## src/rtl/ntt_intt_batch_cu.sv

```systemverilog
// Batch control unit for the NTT/INTT datapath.
// Sequences up to NUM_POLY polynomials through load, transform and store
// phases, with abort, datapath timeout and a maskable interrupt.
module ntt_intt_batch_cu #(
    parameter int NUM_POLY       = 4,
    parameter int N_COEFF        = 256,
    parameter int COEFF_PER_WORD = 2,
    parameter int OP_W           = 6,
    parameter int TIMEOUT_W      = 16,
    localparam int WORDS = N_COEFF / COEFF_PER_WORD,
    localparam int NPW   = $clog2(NUM_POLY + 1),
    localparam int PW    = (NUM_POLY > 1) ? $clog2(NUM_POLY) : 1,
    localparam int WW    = (WORDS > 1) ? $clog2(WORDS) : 1
) (
    input  logic            clk,
    input  logic            rst_n,
    input  logic            start_i,
    input  logic            abort_i,
    input  logic [OP_W-1:0] op_i,
    input  logic [NPW-1:0]  npoly_i,
    input  logic            load_valid_i,
    output logic            load_ready_o,
    output logic            store_valid_o,
    input  logic            store_ready_i,
    output logic            dp_start_o,
    input  logic            dp_done_i,
    output logic [OP_W-1:0] op_o,
    output logic [PW-1:0]   poly_idx_o,
    output logic [WW-1:0]   word_idx_o,
    output logic            busy_o,
    output logic            done_o,
    output logic            err_o,
    output logic [1:0]      err_code_o,
    input  logic            intr_en_i,
    input  logic            intr_clr_i,
    output logic            intr_o
);

    typedef enum logic [2:0] {
        S_IDLE, S_LOAD, S_RUN, S_WAIT, S_STORE, S_NEXT, S_DONE
    } state_t;

    localparam logic [WW-1:0] LAST_WORD = WW'(WORDS - 1);
    // The timeout fires on the cycle the counter would step onto all-ones.
    localparam logic [TIMEOUT_W-1:0] TOUT_LAST = {{(TIMEOUT_W-1){1'b1}}, 1'b0};

    localparam logic [1:0] ERR_NONE  = 2'd0;
    localparam logic [1:0] ERR_NPOLY = 2'd1;
    localparam logic [1:0] ERR_TOUT  = 2'd2;
    localparam logic [1:0] ERR_ABORT = 2'd3;

    state_t               state_reg, state_next;
    logic [OP_W-1:0]      op_reg, op_next;
    logic [NPW-1:0]       npoly_reg, npoly_next;
    logic [PW-1:0]        poly_reg, poly_next;
    logic [WW-1:0]        word_reg, word_next;
    logic [TIMEOUT_W-1:0] tcnt_reg, tcnt_next;
    logic                 done_reg, done_next;
    logic                 err_reg, err_next;
    logic [1:0]           code_reg, code_next;
    logic                 pend_reg, pend_next;
    logic                 set_pend;
    logic                 bad_npoly;
    logic                 last_poly;

    assign bad_npoly = (npoly_i == '0) || (npoly_i > NPW'(NUM_POLY));
    assign last_poly = ((NPW'(poly_reg) + NPW'(1)) == npoly_reg);

    // State and status registers, cleared asynchronously.
    always_ff @(posedge clk or negedge rst_n) begin
        if (!rst_n) begin
            state_reg <= S_IDLE;
            op_reg    <= '0;
            npoly_reg <= '0;
            poly_reg  <= '0;
            word_reg  <= '0;
            tcnt_reg  <= '0;
            done_reg  <= 1'b0;
            err_reg   <= 1'b0;
            code_reg  <= ERR_NONE;
            pend_reg  <= 1'b0;
        end else begin
            state_reg <= state_next;
            op_reg    <= op_next;
            npoly_reg <= npoly_next;
            poly_reg  <= poly_next;
            word_reg  <= word_next;
            tcnt_reg  <= tcnt_next;
            done_reg  <= done_next;
            err_reg   <= err_next;
            code_reg  <= code_next;
            pend_reg  <= pend_next;
        end
    end

    // Next-state and counter logic; abort overrides every other transition.
    always_comb begin
        state_next = state_reg;
        op_next    = op_reg;
        npoly_next = npoly_reg;
        poly_next  = poly_reg;
        word_next  = word_reg;
        tcnt_next  = tcnt_reg;
        done_next  = done_reg;
        err_next   = err_reg;
        code_next  = code_reg;
        set_pend   = 1'b0;

        if (abort_i && (state_reg != S_IDLE)) begin
            state_next = S_IDLE;
            poly_next  = '0;
            word_next  = '0;
            tcnt_next  = '0;
            err_next   = 1'b1;
            code_next  = ERR_ABORT;
            set_pend   = 1'b1;
        end else begin
            case (state_reg)
                S_IDLE: begin
                    if (start_i) begin
                        if (bad_npoly) begin
                            err_next  = 1'b1;
                            code_next = ERR_NPOLY;
                            set_pend  = 1'b1;
                        end else begin
                            op_next    = op_i;
                            npoly_next = npoly_i;
                            done_next  = 1'b0;
                            err_next   = 1'b0;
                            code_next  = ERR_NONE;
                            poly_next  = '0;
                            word_next  = '0;
                            state_next = S_LOAD;
                        end
                    end
                end
                S_LOAD: begin
                    if (load_valid_i) begin
                        if (word_reg == LAST_WORD) begin
                            word_next  = '0;
                            state_next = S_RUN;
                        end else begin
                            word_next = word_reg + WW'(1);
                        end
                    end
                end
                S_RUN: begin
                    tcnt_next  = '0;
                    state_next = S_WAIT;
                end
                S_WAIT: begin
                    if (dp_done_i) begin
                        tcnt_next  = '0;
                        state_next = S_STORE;
                    end else if (tcnt_reg == TOUT_LAST) begin
                        tcnt_next  = '0;
                        poly_next  = '0;
                        word_next  = '0;
                        err_next   = 1'b1;
                        code_next  = ERR_TOUT;
                        set_pend   = 1'b1;
                        state_next = S_IDLE;
                    end else begin
                        tcnt_next = tcnt_reg + TIMEOUT_W'(1);
                    end
                end
                S_STORE: begin
                    if (store_ready_i) begin
                        if (word_reg == LAST_WORD) begin
                            word_next  = '0;
                            state_next = last_poly ? S_DONE : S_NEXT;
                        end else begin
                            word_next = word_reg + WW'(1);
                        end
                    end
                end
                S_NEXT: begin
                    poly_next  = poly_reg + PW'(1);
                    word_next  = '0;
                    state_next = S_LOAD;
                end
                S_DONE: begin
                    done_next  = 1'b1;
                    set_pend   = 1'b1;
                    poly_next  = '0;
                    state_next = S_IDLE;
                end
                default: state_next = S_IDLE;
            endcase
        end

        // A new interrupt event wins over a simultaneous clear.
        pend_next = set_pend ? 1'b1 : (intr_clr_i ? 1'b0 : pend_reg);
    end

    assign load_ready_o  = (state_reg == S_LOAD);
    assign store_valid_o = (state_reg == S_STORE);
    assign dp_start_o    = (state_reg == S_RUN);
    assign busy_o        = (state_reg != S_IDLE);
    assign op_o          = op_reg;
    assign poly_idx_o    = poly_reg;
    assign word_idx_o    = word_reg;
    assign done_o        = done_reg;
    assign err_o         = err_reg;
    assign err_code_o    = code_reg;
    assign intr_o        = pend_reg & intr_en_i;

endmodule

```

## config.mk

```make
export PLATFORM = sky130hd
export DESIGN_NAME = ntt_intt_batch_cu
export DESIGN_NICKNAME = d
export VERILOG_FILES = /design/src/rtl/ntt_intt_batch_cu.sv
export SDC_FILE = /design/constraint.sdc
export NUM_CORES = 1
export LEC_CHECK = 0
export BUFFER_PORTS_ARGS = -buffer_cell sky130_fd_sc_hd__buf_2
export CAP_MARGIN = 20
export CELL_PAD_IN_SITES_DETAIL_PLACEMENT = 1
export CELL_PAD_IN_SITES_GLOBAL_PLACEMENT = 2
export CORE_ASPECT_RATIO = 1.25
export CORE_UTILIZATION = 34
export CTS_BUF_LIST = sky130_fd_sc_hd__clkbuf_16
export DETAILED_ROUTE_END_ITERATION = 16
export GPL_ROUTABILITY_DRIVEN = 0
export PLACE_DENSITY = 0.86
export REMOVE_ABC_BUFFERS = 1
export SLEW_MARGIN = 10
export SYNTH_ARGS = -nofsm -noshare
export SYNTH_HDL_FRONTEND = slang
export SYNTH_SLANG_ARGS = --single-unit
```

## constraint.sdc

```tcl
create_clock -name clk -period 2.6 [get_ports clk]
set_clock_uncertainty 0.1 [all_clocks]
set_input_delay 0.13 -clock clk [delete_from_list [all_inputs] [get_ports clk]]
set_output_delay 0.13 -clock clk [all_outputs]
set_load 0.01 [all_outputs]
```

; Yosys cells after proc, flatten, opt, wreduce, memory -nomap -nowiden
; Cells that the tools add are included.
[totals]
reg_bits = 42
in_bits = 18
output_inout_bits = 24
wordCells = 107
[classes]
addsub = 4
order_cmp = 1
n_eq_ne = 20
n_mux = 52
bitwise = 3
reduce_logical = 17
[op_table]
columns = op, count
row1 = 2-to-1 mux 7 bit, 8
row2 = 2-to-1 mux 16 bit, 3
row3 = case mux 7 bit (5 select lines), 1
row4 = case mux 16 bit (2 select lines), 1
row5 = 2-to-1 mux 3 bit, 9
row6 = 2-to-1 mux 2 bit, 10
row7 = case mux 3 bit (6 select lines), 1
row8 = adder 16 x 1 -> 16 bit (second input constant), 1
row9 = == test 16 bit (second input constant), 1
row10 = 2-to-1 mux 1 bit, 14
row11 = AND reduction 7 bit, 2
row12 = inequality test 3 bit (second input constant), 4
row13 = AND reduction 4 bit, 3
row14 = == test 3 bit (second input constant), 3
row15 = inequality test 3 x 1 -> 1 bit (second input constant), 3
row16 = nonzero test 3 bit, 3
row17 = case mux 2 bit (4 select lines), 1
row18 = adder 7 x 1 -> 7 bit (second input constant), 1
row19 = == test 7 bit (second input constant), 1
row20 = == test 3 x 2 -> 1 bit (second input constant), 2
row21 = zero test 3 bit, 2
row22 = nonzero test 6 bit, 1
row23 = AND reduction 5 bit, 1
row24 = nonzero test 5 bit, 1
row25 = 16 further kinds, 20

; Longest topological paths before layout
[logic_depth]
ltp_word = 7
mapped_depth = 9
depth_no_buf = 8

; Worst setup path before layout
; Ideal clock, no wire load.
[synth_timing]
path_type = reg2reg
start = register state_reg[2]
end = register word_reg[0] (netlist: word_idx_o[0])
setup_ps = 125
arrival_ps = 2080
required_time_ps = 2375
slack_ps = 295
path_stages_with_launch = 8
n_path_buf = 2
synth_period_minus_slack_ps = 2305
path_cell_list = dfrtp_1 > clkbuf_1 > nor3_1 > inv_1 > o221ai_2 > or2_0 > buf_2 > mux2_2
[synth_between]
elab_chain_len = 4
elab_cells_between_ends = 17
classes_between = 10 x eq/ne / 2 x mux / 5 x reduce/logical
[synth_rtl]
columns = element, line_no
row1 = "start, declared", 52  ; state_t state_reg, state_next;
row2 = "start signal, assigned", 83  ; state_reg <= state_next;
row3 = nonzero test 3 bit *, -
row4 = net busy_o, 30  ; output logic busy_o,
row5 = logical AND 1 bit *, 109  ; if (abort_i && (state_reg != S_IDLE)) begin
row6 = nonzero test 6 bit (no line) (tied with other cells), -
row7 = AND reduction 7 bit (no line), -
row8 = "end signal, assigned", 87  ; word_reg <= word_next;
row9 = "end, declared", 56  ; logic [WW-1:0] word_reg, word_next;
; The timed path passes the listed nets; every way through them passes the cells marked *.
; A chain may end at the register's enable or synchronous reset.

; Final worst setup path
[layout_timing]
start = register tcnt_reg[8]
end = register word_reg[5] (netlist: word_idx_o[5])
[layout_between]
elab_chain_len = 3
[layout_rtl]
columns = element, line_no
row1 = "start, declared", 57  ; logic [TIMEOUT_W-1:0] tcnt_reg, tcnt_next;
row2 = "start signal, assigned", 88  ; tcnt_reg <= tcnt_next;
row3 = == test 16 bit, 155  ; end else if (tcnt_reg == TOUT_LAST) begin
row4 = inequality test 3 bit (no line), -
row5 = AND reduction 7 bit (no line), -
; No other way between the ends.

==> flow_summary.toml <==
[synth]
synth_top_area_share = 0.452
synth_top_area_cell = "dfrtp_1"
synth-edff-count = 0
synth-main-ff-cell = "dfrtp_1"
avgSynthCellArea_um2 = 9.49
netlist-cell-type-count = 45
synth_area_leaders = "dfrtp_1, mux2_2, xor2_1"
synth_seq_cells = 42
yosysSeqAreaShare = 0.452
yosysWarnings = 0
synthCells = 245
syn-cell-area_um2 = 2320
synth_async_sr_flop_share = 1.00

[drt]
wl_mm = 6.37
ant_nets = 0
vias = 2037
drc = 0
vias_per_cell = 5.25
wl_per_cell_um = 16.4
first_pass_iters = 4
drt_iter0_drc = 114

[layout]
drive_gt1_frac = 0.239
largest_reg_flops = 16
n_antenna_cell = 0
fin_nets = 322
fin_util = 0.444
final_common_cell = "dfrtp_1"
mostFrequentLayoutCells = "dfrtp_1, buf_2, nor2_1, o21ai_0, nand2_1"
syn_to_final_growth_pct = 25.5
final_cell_area_um2 = 2920

[grt]
grtUsageTotal = 0.193
grt-ovfl-total = 0
grt_pass1_vias = 2146
grt_max_degree = 43
grt_pass1_wl_mm = 10.9
antenna_found_initial = 0

[worst_setup_path]
worstSetupPathType = "register to register"
worstRegToRegCells = 7
worstPathRequired_ns = 2.69
crit_path_max_fanout = 5
r2r_slack_ns = 0.29
cp-start-kind = "register"
reg2reg_to = "word_idx_o[5]$_DFFE_PN0P_"
worstSetupEndpointType = "register"
cp.arrival_ns = 2.40
rr_startpoint = "tcnt_reg[8]$_DFFE_PN0P_"

[flow_run]
cap_violations = 0

[cts]
clkSinkCount = 42
clk_pin_slew_worst_paths_ns = 0.07
postCtsSetupRepairBufs = 0
root_buffer = "clkbuf_16"
clk_path_buf_depth = 2
h-tree-depth = 2
cts_tree = "built"
cts_buffers = 5
insertion_delay_ns = 0.29

[die]
start_util = 0.354
die_area_um2 = 7170
core_um2 = 6570
die_x_um = 76.0
row_count = 33
die_h_um = 94.5
ios = 42

[place]
dp_hpwl_mm = 4.38
port_buffers = 41
place_ws_ns = 0.305
place_area_um2 = 2650

[sta]
finalHoldViolCount = 0
slew_headroom = 0.632
setup_viol = 0
timing.setup.tns_ns = 0
drv_slew = 0
period_minus_slack_ns = 2.31
finalCritPeriodShare = 0.888
worstMarginPinSlew_ns = 0.551
fmax_mhz = 433
setup_ws_ns = 0.291
grt_setup_unrepaired = "false"
hold-worst-slack_ns = 0.0310

[min_path]
hp-start = "start_i"
hp-class = "input port to register"
hold_end = "err_code_o[1]$_DFFE_PN0P_"
hold-path-cell-count = 2

[power_and_ir_drop]
peakVddDrop_uv = 300
p_leak_nw = 1.36
powerDensity_nw_per_um2 = 904

[outcome]
status = "finished, final reports clean"
cell usage after synthesis, types with 2 or more instances:
cell type,instances
dfrtp_1,42
nor2_1,25
o21ai_0,19
nand2_1,18
nand3_1,15
xor2_1,11
mux2_2,10
nand2b_1,10
clkbuf_1,9
o31ai_1,9
a21oi_1,8
and3_1,7
inv_1,7
nor3_1,5
xnor2_1,5
and2_1,4
ha_1,4
or3_1,4
a21o_1,2
and4_1,2
mux2i_1,2
nor2b_1,2
nor4_1,2
o22ai_1,2
area by class of cell:
cell class / instances / area (µm²)
well taps: 87 / 109
inverters: 7 / 26.3
clock inverters: 3 / 21.3
clock buffers: 5 / 125
repair buffers: 58 / 375
flip-flops and latches: 42 / 1050
multi-input cells: 186 / 1210
fillers: 771 / 3650
worst max path at each step:
stage	depth (start not counted)	start	slack, ns	end
detailed placement	7	tcnt_reg[8]$_DFFE_PN0P_	0.31	word_idx_o[5]$_DFFE_PN0P_
floorplan	7	tcnt_reg[0]$_DFFE_PN0P_	0.25	tcnt_reg[10]$_DFFE_PN0P_
finish	7	tcnt_reg[8]$_DFFE_PN0P_	0.29	word_idx_o[5]$_DFFE_PN0P_
CTS	7	tcnt_reg[8]$_DFFE_PN0P_	0.27	word_idx_o[5]$_DFFE_PN0P_
global placement	7	tcnt_reg[8]$_DFFE_PN0P_	0.39	word_idx_o[5]$_DFFE_PN0P_
global route	7	tcnt_reg[8]$_DFFE_PN0P_	0.13	word_idx_o[5]$_DFFE_PN0P_
critical path: stages (launching register included):
cell,delay [ns]
dfrtp_1,0.40
nand3_1,0.12
or3_4,0.42
nor4_4,0.33
o221ai_2,0.14
or2_0,0.24
buf_4,0.17
o41ai_2,0.30
layer usage:
layer / share of wire / global-route usage / vias up
met5: 0 / 0 / -
met4: 0.0079 / 0.0577 / 0
met3: 0.029 / 0.0415 / 4
met2: 0.54 / 0.355 / 33
met1: 0.42 / 0.227 / 1012
li1: - / - / 988
power by group:
| part | internal, W | leakage, nW | switching [W] |
|---|---|---|---|
| combinational | 0.000466 | 0.737 | 0.000596 |
| clock | 0.000356 | 0.0698 | 0.000275 |
| sequential | 0.000791 | 0.552 | 0.000150 |
kinds of logic after synthesis:
logic type,share of synthesized area
AND/OR/NAND/NOR,0.221
AO/OA/AOI/OAI,0.160
flip-flops,0.452
buffers and inverters,0.0280
XOR/XNOR,0.0603
multiplexers,0.0571
adder cells (fa/ha/maj),0.0215
what timing repair did:
item | CTS | global route
endpoints found under the hold margin | 50 | 0
hold buffers | 9 | 0
resized for setup | 0 | 0
per-stage QoR:
step,cells,power [W]
finish,388,0.00264
global route,388,0.00281
CTS,387,0.00265
detailed placement,370,0.00200
global placement,370,0.00196
floorplan,235,0.00156
Note: power is estimated with default switching activity, not from simulation.
